<file path="src/rtl/handshake_constant_match_pkg.sv">
`default_nettype none
// ============================================================================
// Module      : handshake_constant_match_pkg
// Description : Shared dataflow definitions: handshake slot state encoding
//               and a width-generic saturating increment.
// Revision    : 1.0 - initial release
// ============================================================================
package handshake_constant_match_pkg;

    // One-entry handshake slot occupancy.
    typedef enum logic [0:0] {
        SLOT_EMPTY = 1'b0,
        SLOT_FULL  = 1'b1
    } slot_state_e;

    // Increment a WIDTH-bit counter held in the low bits of a 64-bit value,
    // holding at all-ones instead of wrapping. Callers size the result back
    // down with a width cast.
    function automatic logic [63:0] sat_inc(input logic [63:0] value,
                                            input int unsigned width);
        logic [63:0] max_val;
        max_val = (width >= 64) ? {64{1'b1}} : ((64'd1 << width) - 64'd1);
        return (value >= max_val) ? max_val : (value + 64'd1);
    endfunction

endpackage
`default_nettype wire

</file>
<file path="src/rtl/handshake_ctrl_slot.sv">
`default_nettype none
// ============================================================================
// Module      : handshake_ctrl_slot
// Description : One-entry dataless valid/ready output slot with
//               same-cycle pass-through when the consumer drains it.
// Revision    : 1.0 - initial release
// ============================================================================
module handshake_ctrl_slot
    import handshake_constant_match_pkg::*;
(
    input  logic clk,
    input  logic rst,        // synchronous, active-low
    input  logic load,       // a token enters the slot this cycle
    output logic ins_ready,  // slot can take a token this cycle
    output logic valid,
    input  logic ready
);

    slot_state_e r_state;
    slot_state_e w_state_next;

    // Slot occupancy register; reset discards any pending token.
    always_ff @(posedge clk) begin
        if (!rst) begin
            r_state <= SLOT_EMPTY;
        end else begin
            r_state <= w_state_next;
        end
    end

    // Next occupancy and handshake outputs; a load while draining keeps FULL.
    always_comb begin
        w_state_next = r_state;
        valid        = (r_state == SLOT_FULL);
        ins_ready    = rst && ((r_state == SLOT_EMPTY) || ready);
        if (load) begin
            w_state_next = SLOT_FULL;
        end else if (ready) begin
            w_state_next = SLOT_EMPTY;
        end
    end

endmodule
`default_nettype wire

</file>
<file path="src/rtl/handshake_constant_match.sv">
`default_nettype none
// ============================================================================
// Module      : handshake_constant_match
// Description : Dataflow sink that checks each accepted token against a
//               constant, emits a control token, and keeps saturating
//               match/mismatch counters plus a sticky first-error capture.
// Revision    : 1.0 - initial release
// ============================================================================
module handshake_constant_match
    import handshake_constant_match_pkg::*;
#(
    parameter int          DATA_WIDTH    = 32,
    parameter logic [63:0] CONST_VALUE   = 64'b010101,
    parameter int          CNT_WIDTH     = 16,
    parameter int          DROP_MISMATCH = 0
) (
    input  logic                  clk,
    input  logic                  rst,            // synchronous, active-low
    input  logic [DATA_WIDTH-1:0] ins,
    input  logic                  ins_valid,
    output logic                  ins_ready,
    output logic                  ctrl_valid,
    input  logic                  ctrl_ready,
    input  logic                  err_clear,
    output logic [CNT_WIDTH-1:0]  match_count,
    output logic [CNT_WIDTH-1:0]  mismatch_count,
    output logic                  err_sticky,
    output logic [DATA_WIDTH-1:0] first_bad
);

    // Expected token value resized to the data width.
    localparam logic [DATA_WIDTH-1:0] c_CONST = CONST_VALUE[DATA_WIDTH-1:0];
    localparam logic                  c_DROP  = (DROP_MISMATCH != 0);

    logic                  w_slot_ready;
    logic                  w_accept;
    logic                  w_match;
    logic                  w_load;
    logic [CNT_WIDTH-1:0]  r_match_count;
    logic [CNT_WIDTH-1:0]  r_mismatch_count;
    logic                  r_err_sticky;
    logic [DATA_WIDTH-1:0] r_first_bad;

    assign w_accept = ins_valid && w_slot_ready;
    assign w_match  = (ins == c_CONST);
    // Mismatches still occupy the slot unless drop mode discards them.
    assign w_load   = w_accept && (w_match || !c_DROP);

    handshake_ctrl_slot u_slot (
        .clk       (clk),
        .rst       (rst),
        .load      (w_load),
        .ins_ready (w_slot_ready),
        .valid     (ctrl_valid),
        .ready     (ctrl_ready)
    );

    // Saturating statistics counters, updated on the accept edge.
    always_ff @(posedge clk) begin
        if (!rst) begin
            r_match_count    <= '0;
            r_mismatch_count <= '0;
        end else if (w_accept) begin
            if (w_match) begin
                r_match_count <= CNT_WIDTH'(sat_inc(64'(r_match_count), CNT_WIDTH));
            end else begin
                r_mismatch_count <= CNT_WIDTH'(sat_inc(64'(r_mismatch_count), CNT_WIDTH));
            end
        end
    end

    // Sticky error and first-offender capture; a mismatch beats a clear.
    always_ff @(posedge clk) begin
        if (!rst) begin
            r_err_sticky <= 1'b0;
            r_first_bad  <= '0;
        end else if (w_accept && !w_match) begin
            r_err_sticky <= 1'b1;
            if (!r_err_sticky || err_clear) begin
                r_first_bad <= ins;
            end
        end else if (err_clear) begin
            r_err_sticky <= 1'b0;
            r_first_bad  <= '0;
        end
    end

    assign ins_ready      = w_slot_ready;
    assign match_count    = r_match_count;
    assign mismatch_count = r_mismatch_count;
    assign err_sticky     = r_err_sticky;
    assign first_bad      = r_first_bad;

endmodule
`default_nettype wire

</file>
<file path="config.mk">
export PLATFORM = sky130hd
export DESIGN_NAME = handshake_constant_match
export DESIGN_NICKNAME = d
export VERILOG_FILES = /design/src/rtl/handshake_constant_match_pkg.sv /design/src/rtl/handshake_ctrl_slot.sv /design/src/rtl/handshake_constant_match.sv
export SDC_FILE = /design/constraint.sdc
export NUM_CORES = 1
export LEC_CHECK = 0
export CAP_MARGIN = 20
export CORE_UTILIZATION = 35
export CTS_BUF_LIST = sky130_fd_sc_hd__clkbuf_4 sky130_fd_sc_hd__clkbuf_8
export DETAILED_ROUTE_END_ITERATION = 8
export PLACE_DENSITY = 0.63
export SLEW_MARGIN = 20
export SYNTH_ARGS = -nofsm -noshare
export SYNTH_HDL_FRONTEND = slang
export SYNTH_SLANG_ARGS = --single-unit
</file>
<file path="constraint.sdc">
create_clock -name clk -period 2.65 [get_ports clk]
set_input_delay 0.53 -clock clk [delete_from_list [all_inputs] [get_ports clk]]
set_output_delay 0.53 -clock clk [all_outputs]
set_load 0.01 [all_outputs]
</file>
==> implementation parameters, run 1 <==
Parameter                              Value

Status
  Result of the run ... complete, no violations

Layout
  Share of post-route cells with drive strength above 1 ... 9.07%
  Antenna diodes ... 0
  Layout net count ... 442
  Final Util ... 54.5%
  Final cell area excluding filler cells ... 0.00423 mm2
  Area growth syn-to-layout ... 49.1%

Detailed routing
  Wirelength per Cell ... 15.7 um
  Routed wire length on met2 ... 3500 um
  Detailed Route WL ... 8010 um
  Detailed-route via count ... 2,790
  Detailed-route DRC error count ... 0
  Count of TritonRoute iterations in the first routing pass ... 4
  Highest Signal Layer ... met4
  Initial detailed-routing violation count ... 72
  Number of vias per cell after detailed routing ... 5.47
  Antenna Nets Post-Route ... 0
  Met1 Wirelength ... 3890 um
  Metal3 WL ... 502 um

Die
  Floorplan die height ... 92.1 um
  Die area ... 0.00848 mm2
  Core Rows ... 32
  Count of boundary I/O pins ... 104
  Effective utilization at floorplan ... 36.5%
  CORE AREA ... 0.00777 mm2
  Die width ... 92.1 um

Timing
  Setup WS post-layout ... 269 ps
  Worst Max-Slew Pin Slew ... 592 ps
  Unrepaired setup endpoints after global routing ... false
  Final-report max-slew violation count ... 0
  Clock Skew ... 10.1 ps
  Final Hold Vio Count ... 0
  Final total negative setup slack ... 0 ps
  Slew margin rel. ... 60.4%
  Ratio of final minimum period to clock period ... 89.8%
  Peak Freq ... 420 MHz
  Minimum clock period after layout ... 2380 ps
  Final setup violation count ... 0

Global routing
  Number of global-route vias before repair ... 2,562
  Total global routing track utilization ... 19.1%
  Largest net degree at the start of global routing ... 33
  Remaining global-route overflow ... 0
  First-pass GRT wire length ... 12,800 um
  Number of antenna violations at the first check in global routing ... 0

Yosys
  Fraction of registers with async set or reset after synthesis ... 0%
  Post-synthesis cell area ... 0.00284 mm2
  Top cells by area, synth ... sky130_fd_sc_hd__dfxtp_1, sky130_fd_sc_hd__a22o_1, sky130_fd_sc_hd__and3_1
  Leading post-synthesis cells by instance count ... sky130_fd_sc_hd__dfxtp_1, sky130_fd_sc_hd__a22o_1, sky130_fd_sc_hd__and3_1
  Synth cell types ... 43
  Count of flip-flops with a built-in enable after synthesis ... 0
  Library cell occupying the most area in the post-synthesis netlist ... sky130_fd_sc_hd__dfxtp_1
  Synth Flop Type ... sky130_fd_sc_hd__dfxtp_1
  Fraction of the yosys area taken by sequential cells ... 46.5%
  Count of yosys warnings during synthesis ... 0
  Top-count cell post-synth ... sky130_fd_sc_hd__dfxtp_1
  Net count after synthesis ... 334
  Fraction of synthesized cell area taken by the top area cell type ... 46.5%
  Cells after synthesis ... 295
  Post-synthesis sequential element count ... 66
  Avg Synthesized Cell Area ... 9.62 um2

Min path
  Worst min-delay path class ... reg2reg
  Hold path start ... first_bad[3]$_SDFFE_PN0P_

Critical path
  Launching point of the worst reg2reg path ... match_count[1]$_SDFFE_PN0P_
  Critical path peak fanout ... 4
  Startpoint kind of the worst setup timing path ... input pin
  Kind of critical path ... in2out
  CP Capture Type ... output pin
  Data arrival time of the critical path ... 1850 ps
  Startpoint of the most critical setup path ... ctrl_ready
  Data required time at the worst endpoint ... 2120 ps

Place
  Pre-CTS worst setup slack ... -11.7 ps
  Placer Congestion ... 0.803
  Placed cell areas ... 0.00400 mm2
  DP Wirelength ... 5700 um
  Port Buffer Count ... 103

Power
  Clock network fraction of total power ... 44.2%
  Combinational power share ... 9.0%
  Peak VDD IR ... 0.292 mV
  Sequential share of power ... 46.8%
  LEAKAGE ... 0.00157 uW
  Power Total ... 2190 uW
  Power density over the cells ... 518 mW/mm2
  Internal power component ... 1680 uW
  Net Switching ... 506 uW
  Share of total power consumed by net switching ... 23.1%

Clocking
  CTS tree ... yes
  Worst-Skew Late Latency ... 350 ps
  Post-CTS clock slew at the launch and capture registers of the worst setup and hold paths ... 80 ps
  Hold bufs inserted after CTS ... 0
  Clock tree sinks ... 66
  Buffer type at the clock tree root ... sky130_fd_sc_hd__clkbuf_8
  Post CTS Setup Buffer Count ... 0
  Clock buffer depth ... 2
  Total CTS buffers ... 9
  CTS H-tree depth ... 3
  Number of instances resized during post-cts repair ... 0

Job
  Max-cap check violation count ... 0
[metal layers]
layer,up-vias,GRT usage [%]
met5,-,0
met4,0,6.64
met3,10,5.14
met2,97,29.4
met1,1315,25.6
li1,1368,-
[state kept, by name (all words and copies together) (netlist names)]
signal	cells
err_sticky	1
first_bad	32
match_count	16
mismatch_count	16
u_slot.valid	1
[cell type report]
type                            instances  area, um2
Inverter                                9       33.8
Timing Repair Buffer                  116       1150
Multi-Input combinational cell        201       1370
Clock inverter                          6       90.1
Tap cell                              102        128
Sequential cell                        66       1320
Fill cell                             735       3540
Clock buffer                           10        138
[stage by stage]
stage | hold WS [ps] | instances
final | 479 | 510
after CTS | 486 | 510
after floorplan | 508 | 295
after global routing | 493 | 510
after detailed placement | 464 | 494
after global placement | 460 | 494
[cells by family after synthesis]
group / after synthesis / synth area share [%]
simple gates: 103 / 21.2
compound gates: 96 / 25.9
flops: 66 / 46.5
buf+inv: 28 / 5.55
fa+ha+maj: 2 / 0.881
[final timing paths]
| kind | to | slack (ps) | depth (start not counted) |
|---|---|---|---|
| min reg2reg | first_bad[3]$_SDFFE_PN0P_ | 480 | 1 |
| max reg2reg | match_count[10]$_SDFFE_PN0P_ | 410 | 6 |
| min | first_bad[3]$_SDFFE_PN0P_ | 480 | 1 |
| max | ins_ready | 270 | 4 |
[critical path: stages]
cell	delay [ps]
sky130_fd_sc_hd__clkdlybuf4s50_1	460
sky130_fd_sc_hd__nand2b_1	160
sky130_fd_sc_hd__and2_1	170
sky130_fd_sc_hd__clkdlybuf4s50_1	540
[cells in the final DEF, fill, tap and decap left out, types with 2 or more instances in the layout]
| cell type | instances |
|---|---|
| sky130_fd_sc_hd__clkdlybuf4s50_1 | 103 |
| sky130_fd_sc_hd__nand2b_1 | 2 |
| sky130_fd_sc_hd__ha_1 | 2 |
| sky130_fd_sc_hd__buf_4 | 11 |
| sky130_fd_sc_hd__o21ai_0 | 5 |
| sky130_fd_sc_hd__a31oi_1 | 8 |
| sky130_fd_sc_hd__a41o_1 | 2 |
| sky130_fd_sc_hd__a22o_1 | 32 |
| sky130_fd_sc_hd__nand2_1 | 15 |
| sky130_fd_sc_hd__o211a_1 | 2 |
| sky130_fd_sc_hd__o41ai_1 | 2 |
| sky130_fd_sc_hd__nor2_1 | 13 |
| sky130_fd_sc_hd__and4_1 | 11 |
| sky130_fd_sc_hd__and2_1 | 2 |
| sky130_fd_sc_hd__bufinv_16 | 2 |
| sky130_fd_sc_hd__and3_1 | 21 |
| sky130_fd_sc_hd__a211oi_1 | 5 |
| sky130_fd_sc_hd__a21oi_1 | 19 |
| sky130_fd_sc_hd__nor3_1 | 3 |
| sky130_fd_sc_hd__clkbuf_8 | 10 |
| sky130_fd_sc_hd__nand3_1 | 14 |
| sky130_fd_sc_hd__o21a_1 | 4 |
| sky130_fd_sc_hd__inv_1 | 8 |
| sky130_fd_sc_hd__clkinv_4 | 2 |
| sky130_fd_sc_hd__o221a_2 | 4 |
| sky130_fd_sc_hd__nor4_1 | 6 |
| sky130_fd_sc_hd__dfxtp_1 | 66 |
| sky130_fd_sc_hd__a311oi_1 | 4 |
| sky130_fd_sc_hd__nand4_1 | 11 |
| sky130_fd_sc_hd__buf_12 | 2 |
[power groups by stage]
stage / combinational [uW] / clock (uW) / sequential [uW]
2_1_floorplan: 65.1 / 0 / 1060
3_3_place_gp: 197 / 0 / 1050
3_5_place_dp: 198 / 0 / 1050
4_1_cts: 199 / 997 / 1020
5_1_grt: 211 / 1030 / 1030
6_report: 198 / 968 / 1020
No activity file was read; power rests on OpenSTA's default activity.
==> run 2, diff against run 1 <==
--- a/config.mk
+++ b/config.mk
@@ -6,6 +6,7 @@
 export NUM_CORES = 1
 export LEC_CHECK = 0
 export CAP_MARGIN = 20
+export CORE_MARGIN = 2
 export CORE_UTILIZATION = 35
 export CTS_BUF_LIST = sky130_fd_sc_hd__clkbuf_4 sky130_fd_sc_hd__clkbuf_8
 export DETAILED_ROUTE_END_ITERATION = 8
==> run 2 against run 1 <==
Against the previous run:
- clock power rose by 8%
- clock skew fell by 3.1 ps
- power rose by 3.7%
- flip-flop and latch count did not move
- setup slack improved by 14 ps
- critical path depth rose by 4
- worst hold slack got worse by 0.81 ps
- utilization rose by 0.44 points
- largest power group is now clock
- register-to-register slack improved by 70 ps
- sequential share of layout area fell by 0.41 points
==> implementation parameters, run 2 (same netlist as run 1, synthesis figures left out) <==
Parameter                              Value

Status
  Result of the run ... complete, no violations

Global routing
  Largest net degree at the start of global routing ... 33
  Met2 layer usage reported by global route ... 28.7%
  Number of antenna violations at the first check in global routing ... 0
  First-pass GRT wire length ... 13,100 um
  Met3 usage in global routing ... 6.34%
  Routing usage on met1 ... 24.9%
  Total global routing track utilization ... 18.6%
  Number of global-route vias before repair ... 2,707
  Remaining global-route overflow ... 0
  Global route hottest layer ... met2

Critical path
  Startpoint kind of the worst setup timing path ... input pin
  Kind of critical path ... in2reg
  Data arrival time of the critical path ... 2650 ps
  Cells on worst reg2reg path ... 6
  CP Capture Type ... flop
  Startpoint of the most critical setup path ... ins[22]
  Launching point of the worst reg2reg path ... match_count[1]$_SDFFE_PN0P_
  Critical path peak fanout ... 6
  Data required time at the worst endpoint ... 2930 ps

Die
  Effective utilization at floorplan ... 36.4%
  Core Rows ... 32
  Count of boundary I/O pins ... 104
  Die area ... 0.00885 mm2
  Floorplan die height ... 94.1 um
  Die width ... 94.1 um
  CORE AREA ... 0.00781 mm2

Power
  Sequential share of power ... 45.1%
  Power density over the cells ... 530 mW/mm2
  Power Total ... 2270 uW
  LEAKAGE ... 0.00160 uW
  Share of total power consumed by net switching ... 22.1%
  Combinational power share ... 8.8%
  Clock network fraction of total power ... 46.1%
  Internal power component ... 1770 uW
  Peak VDD IR ... 0.235 mV
  Net Switching ... 503 uW

Clocking
  Worst-Skew Late Latency ... 340 ps
  Clock tree sinks ... 66
  Post-CTS clock slew at the launch and capture registers of the worst setup and hold paths ... 80 ps
  Buffer type at the clock tree root ... sky130_fd_sc_hd__clkbuf_8
  CTS tree ... yes
  Clock buffer depth ... 2
  Number of instances resized during post-cts repair ... 0
  Hold bufs inserted after CTS ... 0
  CTS H-tree depth ... 3
  Total CTS buffers ... 9
  Post CTS Setup Buffer Count ... 0

Detailed routing
  Number of vias per cell after detailed routing ... 5.40
  Detailed-route DRC error count ... 0
  Antenna Nets Post-Route ... 0
  Detailed-route via count ... 2,781
  Count of TritonRoute iterations in the first routing pass ... 5
  Detailed Route WL ... 7950 um
  Initial detailed-routing violation count ... 117
  Wirelength per Cell ... 15.4 um

Timing
  Final Hold Vio Count ... 0
  Ratio of final minimum period to clock period ... 89.3%
  Post-Route Hold Slack ... 478 ps
  Final setup violation count ... 0
  Minimum clock period after layout ... 2370 ps
  Worst Max-Slew Pin Slew ... 576 ps
  Clock Skew ... 7.02 ps
  Slew margin rel. ... 61.5%
  Peak Freq ... 422 MHz
  Unrepaired setup endpoints after global routing ... false
  Final-report max-slew violation count ... 0

Place
  DP Wirelength ... 5670 um
  Port Buffer Count ... 103
  Placer Congestion ... 0.801
  Placed Cells ... 499

Layout
  Commonest non-fill, non-tap cell in the layout ... sky130_fd_sc_hd__clkdlybuf4s50_1
  Antenna diodes ... 0
  Final Util ... 54.9%
  Highest-count cells in the layout ignoring fill and taps ... sky130_fd_sc_hd__clkdlybuf4s50_1, sky130_fd_sc_hd__dfxtp_1, sky130_fd_sc_hd__a22o_1
  Area growth syn-to-layout ... 51.0%
  Layout net count ... 447
  Layout filler cell count ... 741
  Share of post-route cells with drive strength above 1 ... 10.2%
  Non-filler instance count after layout ... 515
  Max reg flops ... 32

Job
  Max-cap check violation count ... 0

Min path
  Worst min-delay path class ... reg2reg
  Number of cells on the worst hold path ... 1
  Hold path start ... first_bad[17]$_SDFFE_PN0P_
run 2: power by group through the flow:
stage / clock network (uW) / registers [uW] / logic, uW
after floorplan: 0 / 1060 / 65.1
after global placement: 0 / 1050 / 200
after detailed placement: 0 / 1050 / 201
after CTS: 1070 / 1020 / 202
after global routing: 1120 / 1030 / 217
final: 1050 / 1020 / 201
run 2: stage by stage:
| step | setup TNS (ps) | instance area (um2) | setup WS (ps) |
|---|---|---|---|
| 3_5_place_dp | -2490 | 4040 | -109 |
| 4_1_cts | 0 | 4290 | 234 |
| 3_3_place_gp | -557 | 4040 | -46.1 |
| 2_1_floorplan | 0 | 2840 | 589 |
| 6_report | 0 | 4290 | 283 |
| 5_1_grt | 0 | 4290 | 100 |
run 2: final cells by class:
type / count / area (um2) / share of cell area (%)
Multi-Input combinational cell: 201 / 1370 / 31.9
Sequential cell: 66 / 1320 / 30.8
Clock inverter: 6 / 115 / 2.68
Clock buffer: 10 / 131 / 3.06
Tap cell: 102 / 128 / 2.98
Inverter: 9 / 33.8 / 0.788
Timing Repair Buffer: 121 / 1190 / 27.8
run 2: final timing paths:
check                                               endpoint  slack (ps)
worst min register to register    first_bad[17]$_SDFFE_PN0P_         480
worst min-delay path              first_bad[17]$_SDFFE_PN0P_         480
worst max register to register  match_count[10]$_SDFFE_PN0P_         480
worst max-delay path             match_count[7]$_SDFFE_PN0P_         280
run 2: worst max-delay path, stage by stage:
cell,delay (ps)
sky130_fd_sc_hd__clkdlybuf4s50_1,430
sky130_fd_sc_hd__nor4_1,420
sky130_fd_sc_hd__buf_4,190
sky130_fd_sc_hd__and4_1,270
sky130_fd_sc_hd__nand3_1,270
sky130_fd_sc_hd__buf_4,240
sky130_fd_sc_hd__a21oi_1,120
sky130_fd_sc_hd__o221a_2,190
run 2: metal layers:
metal	part of all wire [%]	vias up	wire (um)
met5	0	-	0
met4	1.1	0	87
met3	7.9	8	631
met2	44	99	3490
met1	47	1301	3740
li1	-	1373	-
